--- src/rtl/clkdiv.sv ---
// ---------------------------------------------------------------------------
// clkdiv -- integer clock divider producing a registered, glitch-free
// divided clock whose period is exactly DIV cycles of sys_clk.
//
// The output sits low for LOW = DIV - floor(DIV/2) cycles and then high for
// HIGH = floor(DIV/2) cycles, so odd divisors get the longer low phase.
//
// Parameters
//   DIV      output period in sys_clk cycles, 2 .. 2^31-1
//
// Ports
//   rst      in   asynchronous active-high reset
//   sys_clk  in   source clock; all state changes on its rising edge
//   clk      out  divided clock, straight from a flop
//   tick     out  one-cycle strobe coinciding with each rise of clk
//                 (only present when CLKDIV_TICK_EN is defined)
//
// Optional feature
//   CLKDIV_TICK_EN  when defined, adds the tick port and its register.
//                   Without it the port list is exactly (rst, sys_clk, clk).
// ---------------------------------------------------------------------------
module clkdiv #(
  parameter int DIV = 50
) (
  input  logic rst,
  input  logic sys_clk,
  output logic clk
`ifdef CLKDIV_TICK_EN
  ,
  output logic tick
`endif
);

  // Counter is wide enough to hold DIV-1, but never narrower than one bit.
  localparam int CW   = ($clog2(DIV) > 1) ? $clog2(DIV) : 1;
  localparam int HIGH = DIV / 2;
  localparam int LOW  = DIV - HIGH;

  localparam logic [CW-1:0] LAST_C = CW'(DIV - 1);
  localparam logic [CW-1:0] LOW_C  = CW'(LOW);

  // A divisor below two cannot produce a clock; refuse to elaborate.
  if (DIV < 2) begin : gBadDiv
    $error("clkdiv: DIV must be at least 2, got %0d", DIV);
  end

  logic [CW-1:0] cnt_q;
  logic [CW-1:0] cnt_d;
  logic          clk_q;
  logic          clk_d;

  // The output level is decided from the counter value it is about to take,
  // so clk and cnt move together and the first rise lands on edge LOW.
  always_comb begin
    cnt_d = cnt_q + CW'(1);
    if (cnt_q == LAST_C) begin
      cnt_d = '0;
    end
    clk_d = (cnt_d >= LOW_C);
  end

  always_ff @(posedge sys_clk or posedge rst) begin
    if (rst) begin
      cnt_q <= '0;
      clk_q <= 1'b0;
    end else begin
      cnt_q <= cnt_d;
      clk_q <= clk_d;
    end
  end

  assign clk = clk_q;

`ifdef CLKDIV_TICK_EN
  logic tick_q;
  logic tick_d;

  // A rise of clk is seen one edge early as clk_d=1 while clk_q=0, so the
  // strobe register becomes high in exactly the cycle clk goes high.
  always_comb begin
    tick_d = clk_d & ~clk_q;
  end

  always_ff @(posedge sys_clk or posedge rst) begin
    if (rst) begin
      tick_q <= 1'b0;
    end else begin
      tick_q <= tick_d;
    end
  end

  assign tick = tick_q;
`endif

endmodule

--- config.mk ---
export PLATFORM = sky130hd
export DESIGN_NAME = clkdiv
export DESIGN_NICKNAME = d
export VERILOG_FILES = /design/src/rtl/clkdiv.sv
export SDC_FILE = /design/constraint.sdc
export NUM_CORES = 1
export LEC_CHECK = 0
export ABC_AREA = 1
export BUFFER_PORTS_ARGS = -buffer_cell sky130_fd_sc_hd__buf_2
export CORE_AREA = 2 2 39 41
export DETAILED_ROUTE_END_ITERATION = 7
export DIE_AREA = 0 0 41 43
export PLACE_DENSITY = 0.48
export REMOVE_ABC_BUFFERS = 1
export SETUP_SLACK_MARGIN = 0.5
export SLEW_MARGIN = 20
export SYNTH_ARGS = -nofsm -noshare
export SYNTH_HDL_FRONTEND = slang
export SYNTH_SLANG_ARGS = --single-unit
--- constraint.sdc ---
create_clock -name sys_clk -period 1.4 [get_ports sys_clk]
set_input_delay 0.28 -clock sys_clk [delete_from_list [all_inputs] [get_ports sys_clk]]
set_output_delay 0.28 -clock sys_clk [all_outputs]
set_load 0.1 [all_outputs]
* Yosys cells after proc, flatten, opt, wreduce, memory -nomap -nowiden
Cells that the tools add are included.
** Word-level totals
- Input bits :: 2
- Word-level logic and storage cells :: 6
- Output and inout port bits :: 1
- Flip-flop bits (word level) :: 7
** Cells by class
- Mux-type cells :: 1
- Add/sub/neg operators :: 1
- Eq/ne operators :: 1
- $lt $le $gt $ge :: 1
** Operator list (number)
- $add 6x1->6 const B :: 1
- $eq 6x6->1 const B :: 1
- $ge 6x5->1 const B :: 1
- $mux 6 :: 1

* Longest topological paths before layout
- Word-level depth :: 3
- Gate-level depth with buffers :: 7
- Gate-level depth less buffers :: 7

* Worst setup path before layout
Ideal clock, no wire load.
- Kind :: flip-flop to flip-flop
- Start point :: register cnt_q[0]
- End point :: register clk_q, in the netlist clk
- Data required time :: 1.282 ns
- Setup slack :: 0.211 ns
- Path buffers :: 0
- Period minus slack after synthesis :: 1.189 ns
- Stages on the path, launching flop included :: 7
- Arrival :: 1.071 ns
- Setup time :: 0.118 ns
- Cell sequence :: dfrtp_1 -> ha_1 -> or2_1 -> nand3_1 -> nand2_1 -> nand2_1 -> nand2_1
** On the way
- Word-level cells in the longest chain between the ends :: 3
- Elaborated cells on any way between the ends :: 4
- Those cells by class :: add/sub: 1; order compare: 1; eq/ne: 1; mux: 1
** Ends and longest elaborated chain
- from (decl) :: RTL line 47 : logic [CW-1:0] cnt_q;
- from (signal assigned) :: RTL line 67 : cnt_q <= cnt_d;
- $add 6x1->6 / $eq 6x6->1 (equally long branches) :: RTL line 55, 56
- $mux 6 * :: RTL line 56 : if (cnt_q == LAST_C) begin
- $ge 6x5->1 * :: RTL line 59 : clk_d = (cnt_d >= LOW_C);
- net clk_d :: RTL line 50 : logic clk_d;
- to (signal assigned) :: RTL line 68 : clk_q <= clk_d;
- to (decl) :: RTL line 49 : logic clk_q;
The timed path passes the listed nets; every way through them passes the cells marked *.

* Worst setup path in the final report
- Start point :: register cnt_q[1]
- End point :: register clk_q, in the netlist clk
The elaborated chain is that of the path after synthesis.

==> results summary <==
The flow ran to the end, and the final reports show no timing, DRC or antenna violations. CTS built an H-tree with a depth of 1. The internal reg-to-reg setup slack came out at about 0.18 ns. The power per unit of standard cell area came out at 673.0 nW/um2. TritonCTS built the clock tree.

The setup slack at placement came out at 0.1168 ns. The worst pin sits at a relative slew slack of 82.10%. The number of clock sinks is 7. The final worst clock skew is 0.001319 ns. The net switching fraction of the power is 18.76%. The average cell area after synthesis is 7.800 um2. The part of the cycle the worst path needs came out at about 87%.

The timing-limited maximum frequency came out at 821.6 MHz. After floorplanning, the core was sized to cover between 1000 and 1500 um2. The capture point of the worst reg-to-reg path is clk$_DFF_PP0_. The worst min-delay path category is in2async.

The standby leakage power is 0.0003056 uW. The initial antenna violation count came out at 0. The nature of the critical path endpoint is a register. The register bit count reported by yosys came out at 7.

The floorplan die width came out at 41 um. The post-detailed-route via-to-cell ratio is 4.218. The sum of routed wire length over all layers is 751 um. The total inserted antenna cells came out at 0.

The final critical path time including I/O delays and setup is about 1.2 ns. The first global-routing pass estimated 1.366 mm of wire. For this run, the number of Yosys warnings is 0. The relative contribution of combinational cells to total power is 1.9%. The total negative slack is 0 ns.

For this block, the initial DRC count from the detailed router was 1. The number of global-route vias before repair was 340. The worst setup path is of the reg2reg kind. The initial core utilization came out at 26.49%. Of the synthesized area, sequential elements account for between 40 and 50%. The cell sitting at the root of the clock tree is a sky130_fd_sc_hd__clkbuf_4.

The combined area of all synthesized cells came out at between 300 and 400 um2. After filler insertion, the fill cell instance count of the layout stands at 134. The power dissipated by switching net loads is 72.52 uW. The number of distinct library cell variants in the gate-level netlist after synthesis is 11.

At the worst endpoint, the arrival time is between 1 and 1.5 ns. The worst flop-to-flop path startpoint is cnt_q[1]$_DFF_PP0_. The first-pass iteration count of the detailed router is 2.

The worst setup slack after layout is 0.1828 ns. The depth of the worst register-to-register path is 6. The tightest hold path in the finished design has a slack of 0.5051 ns. The count of standard-cell rows is 14.

The aggregate global-route resource usage came out at roughly an eighth. The via total after detailed routing came out at 329. The share of final-layout standard cells stronger than drive strength 1 is 45.16%. The antenna violation net count after detailed routing came out at 0. The number of port buffers came out at 2. In the layout the commonest cells are 11 x sky130_fd_sc_hd__inv_1, 7 x sky130_fd_sc_hd__nand2_1, 6 x sky130_fd_sc_hd__dfrtp_1, 6 x sky130_fd_sc_hd__buf_4, 4 x sky130_fd_sc_hd__nor2_2. Setup repair after global routing could not meet its margin everywhere. Overall power consumption after layout is estimated at between 300 and 400 uW.

The startpoint kind of the worst setup timing path is a register. The count of final max-slew check failures is 0. For this run, design rule violations remaining after detail routing come to 0. The longest clock path from root to sink contains 2 buffers.

The maximum fanout along the worst path is 3. The net count of the finished layout is 67. The final weighted congestion in routability-driven placement is 0.6478. The maximum number of pins on one net before global-route repair came out at 8.

Excluding fillers, the count of instances in the completed layout stands at 78. The number of maximum-capacitance violations is 0. The library cell used most frequently in the layout, excluding fill and tap cells, is sky130_fd_sc_hd__inv_1.

The setup-violating endpoint count in the final report came out at 0. The number of placed instances, taps included came out at 65. The clock transition time at the flip-flop clock pins of the worst setup and hold paths is 0.05 ns. The measured slew at the worst slew-check pin came out at 0.2682 ns.

The count of mapped cells out of synthesis is 47. The area growth from synthesis to final layout is 56.66%. STA puts the critical path data required time at 1.58 ns. The total congestion overflow after global routing came out at 0.

The average wire per standard cell is 9.628 um. The die span in y is 43 um. The final HPWL from detailed placement is slightly below 500 um. The sequential share of power came out at 52.4%.

The die outline area is 1763 um2. The number of hold violations in the final report came out at 0. The number of buffers added by the clock tree synthesis step came out at 3. The maximum resistive drop on vdd is 0.3050 mV. The share of total power in the clock network came out at 45.7%. The cell-internal power came out at 314.0 uW.

At the later pin of the worst-skew pair, clock insertion delay measures 0.24 ns. The I/O pin total came out at 3.
## worst max path at each step
stage	slack, ns	startpoint	endpoint	depth (start not counted)
2_1_floorplan	0.21	cnt_q[0]$_DFF_PP0_	clk$_DFF_PP0_	6
3_3_place_gp	0.12	cnt_q[0]$_DFF_PP0_	clk$_DFF_PP0_	6
3_5_place_dp	0.12	cnt_q[0]$_DFF_PP0_	clk$_DFF_PP0_	6
4_1_cts	0.22	cnt_q[0]$_DFF_PP0_	clk$_DFF_PP0_	7
5_1_grt	0.11	cnt_q[0]$_DFF_PP0_	clk$_DFF_PP0_	7
6_report	0.18	cnt_q[1]$_DFF_PP0_	clk$_DFF_PP0_	6
## sequential cells by signal (all words and copies together) (netlist names)
register / flops
clk: 1
cnt_q: 6
## repair_timing
item,in CTS,in global routing
buffers inserted,6,2
hold endpoints to repair,7,0
pin swaps,4,5
resized for setup,7,15
setup endpoints to repair,7,8
cloned,0,0
hold buffers,1,0
## layout make-up
| class | count | area (um2) | share of cell area (%) |
|---|---|---|---|
| multi-input cells | 27 | 206.4 | 35.95 |
| repair buffers | 11 | 93.84 | 16.34 |
| flip-flops and latches | 7 | 176.4 | 30.72 |
| clock buffers | 4 | 26.28 | 4.575 |
| inverters | 13 | 51.30 | 8.932 |
| well taps | 16 | 20.02 | 3.486 |
## cells by family after synthesis
group | after synthesis | synth area share, %
compound gates | 2 | 2.728
buf+inv | 13 | 13.31
flops | 7 | 47.78
simple gates | 23 | 29.35
fa+ha+maj | 2 | 6.825
## metal layers
metal	global-route usage [%]	part of all wire (%)	vias to the layer above
met5	0	0	-
met4	8.000	1.3	0
met3	4.712	0.27	2
met2	18.75	58	2
met1	13.16	40	153
li1	-	-	172
## Yosys cell counts
| master | number | area, um2 |
|---|---|---|
| sky130_fd_sc_hd__nand3_1 | 6 | 30.03 |
| sky130_fd_sc_hd__dfrtp_1 | 7 | 175.2 |
| sky130_fd_sc_hd__or2_1 | 1 | 6.260 |
| sky130_fd_sc_hd__o21ai_0 | 1 | 5.000 |
| sky130_fd_sc_hd__o21ai_1 | 1 | 5.000 |
| sky130_fd_sc_hd__nor2_1 | 5 | 18.77 |
| sky130_fd_sc_hd__nand2_1 | 8 | 30.03 |
| sky130_fd_sc_hd__nand3_2 | 1 | 10.01 |
| sky130_fd_sc_hd__ha_1 | 2 | 25.02 |
| sky130_fd_sc_hd__inv_1 | 13 | 48.80 |
| sky130_fd_sc_hd__nand4_1 | 2 | 12.51 |
## power groups by stage
stage,registers [uW],clock network [uW],logic [uW]
floorplan,206,0,3.19
global placement,206,0,5.50
detailed placement,206,0,5.63
CTS,203,185,7.72
global route,202,212,8.19
finish,203,177,7.33
## critical path, stage by stage (launching register included)
cell	delay (ns)
sky130_fd_sc_hd__dfrtp_1	0.42
sky130_fd_sc_hd__buf_4	0.14
sky130_fd_sc_hd__buf_4	0.10
sky130_fd_sc_hd__nand4_1	0.12
sky130_fd_sc_hd__o21ai_1	0.20
sky130_fd_sc_hd__nand3_2	0.11
sky130_fd_sc_hd__nand2_1	0.08
## stage by stage
step	cell area (um2)	utilization, %
after floorplan	366.6	-
after global placement	396.6	28.66
after detailed placement	396.6	28.66
after CTS	496.7	35.90
after global routing	574.3	41.50
final	574.3	41.50
No activity file was read; power rests on OpenSTA's default activity.
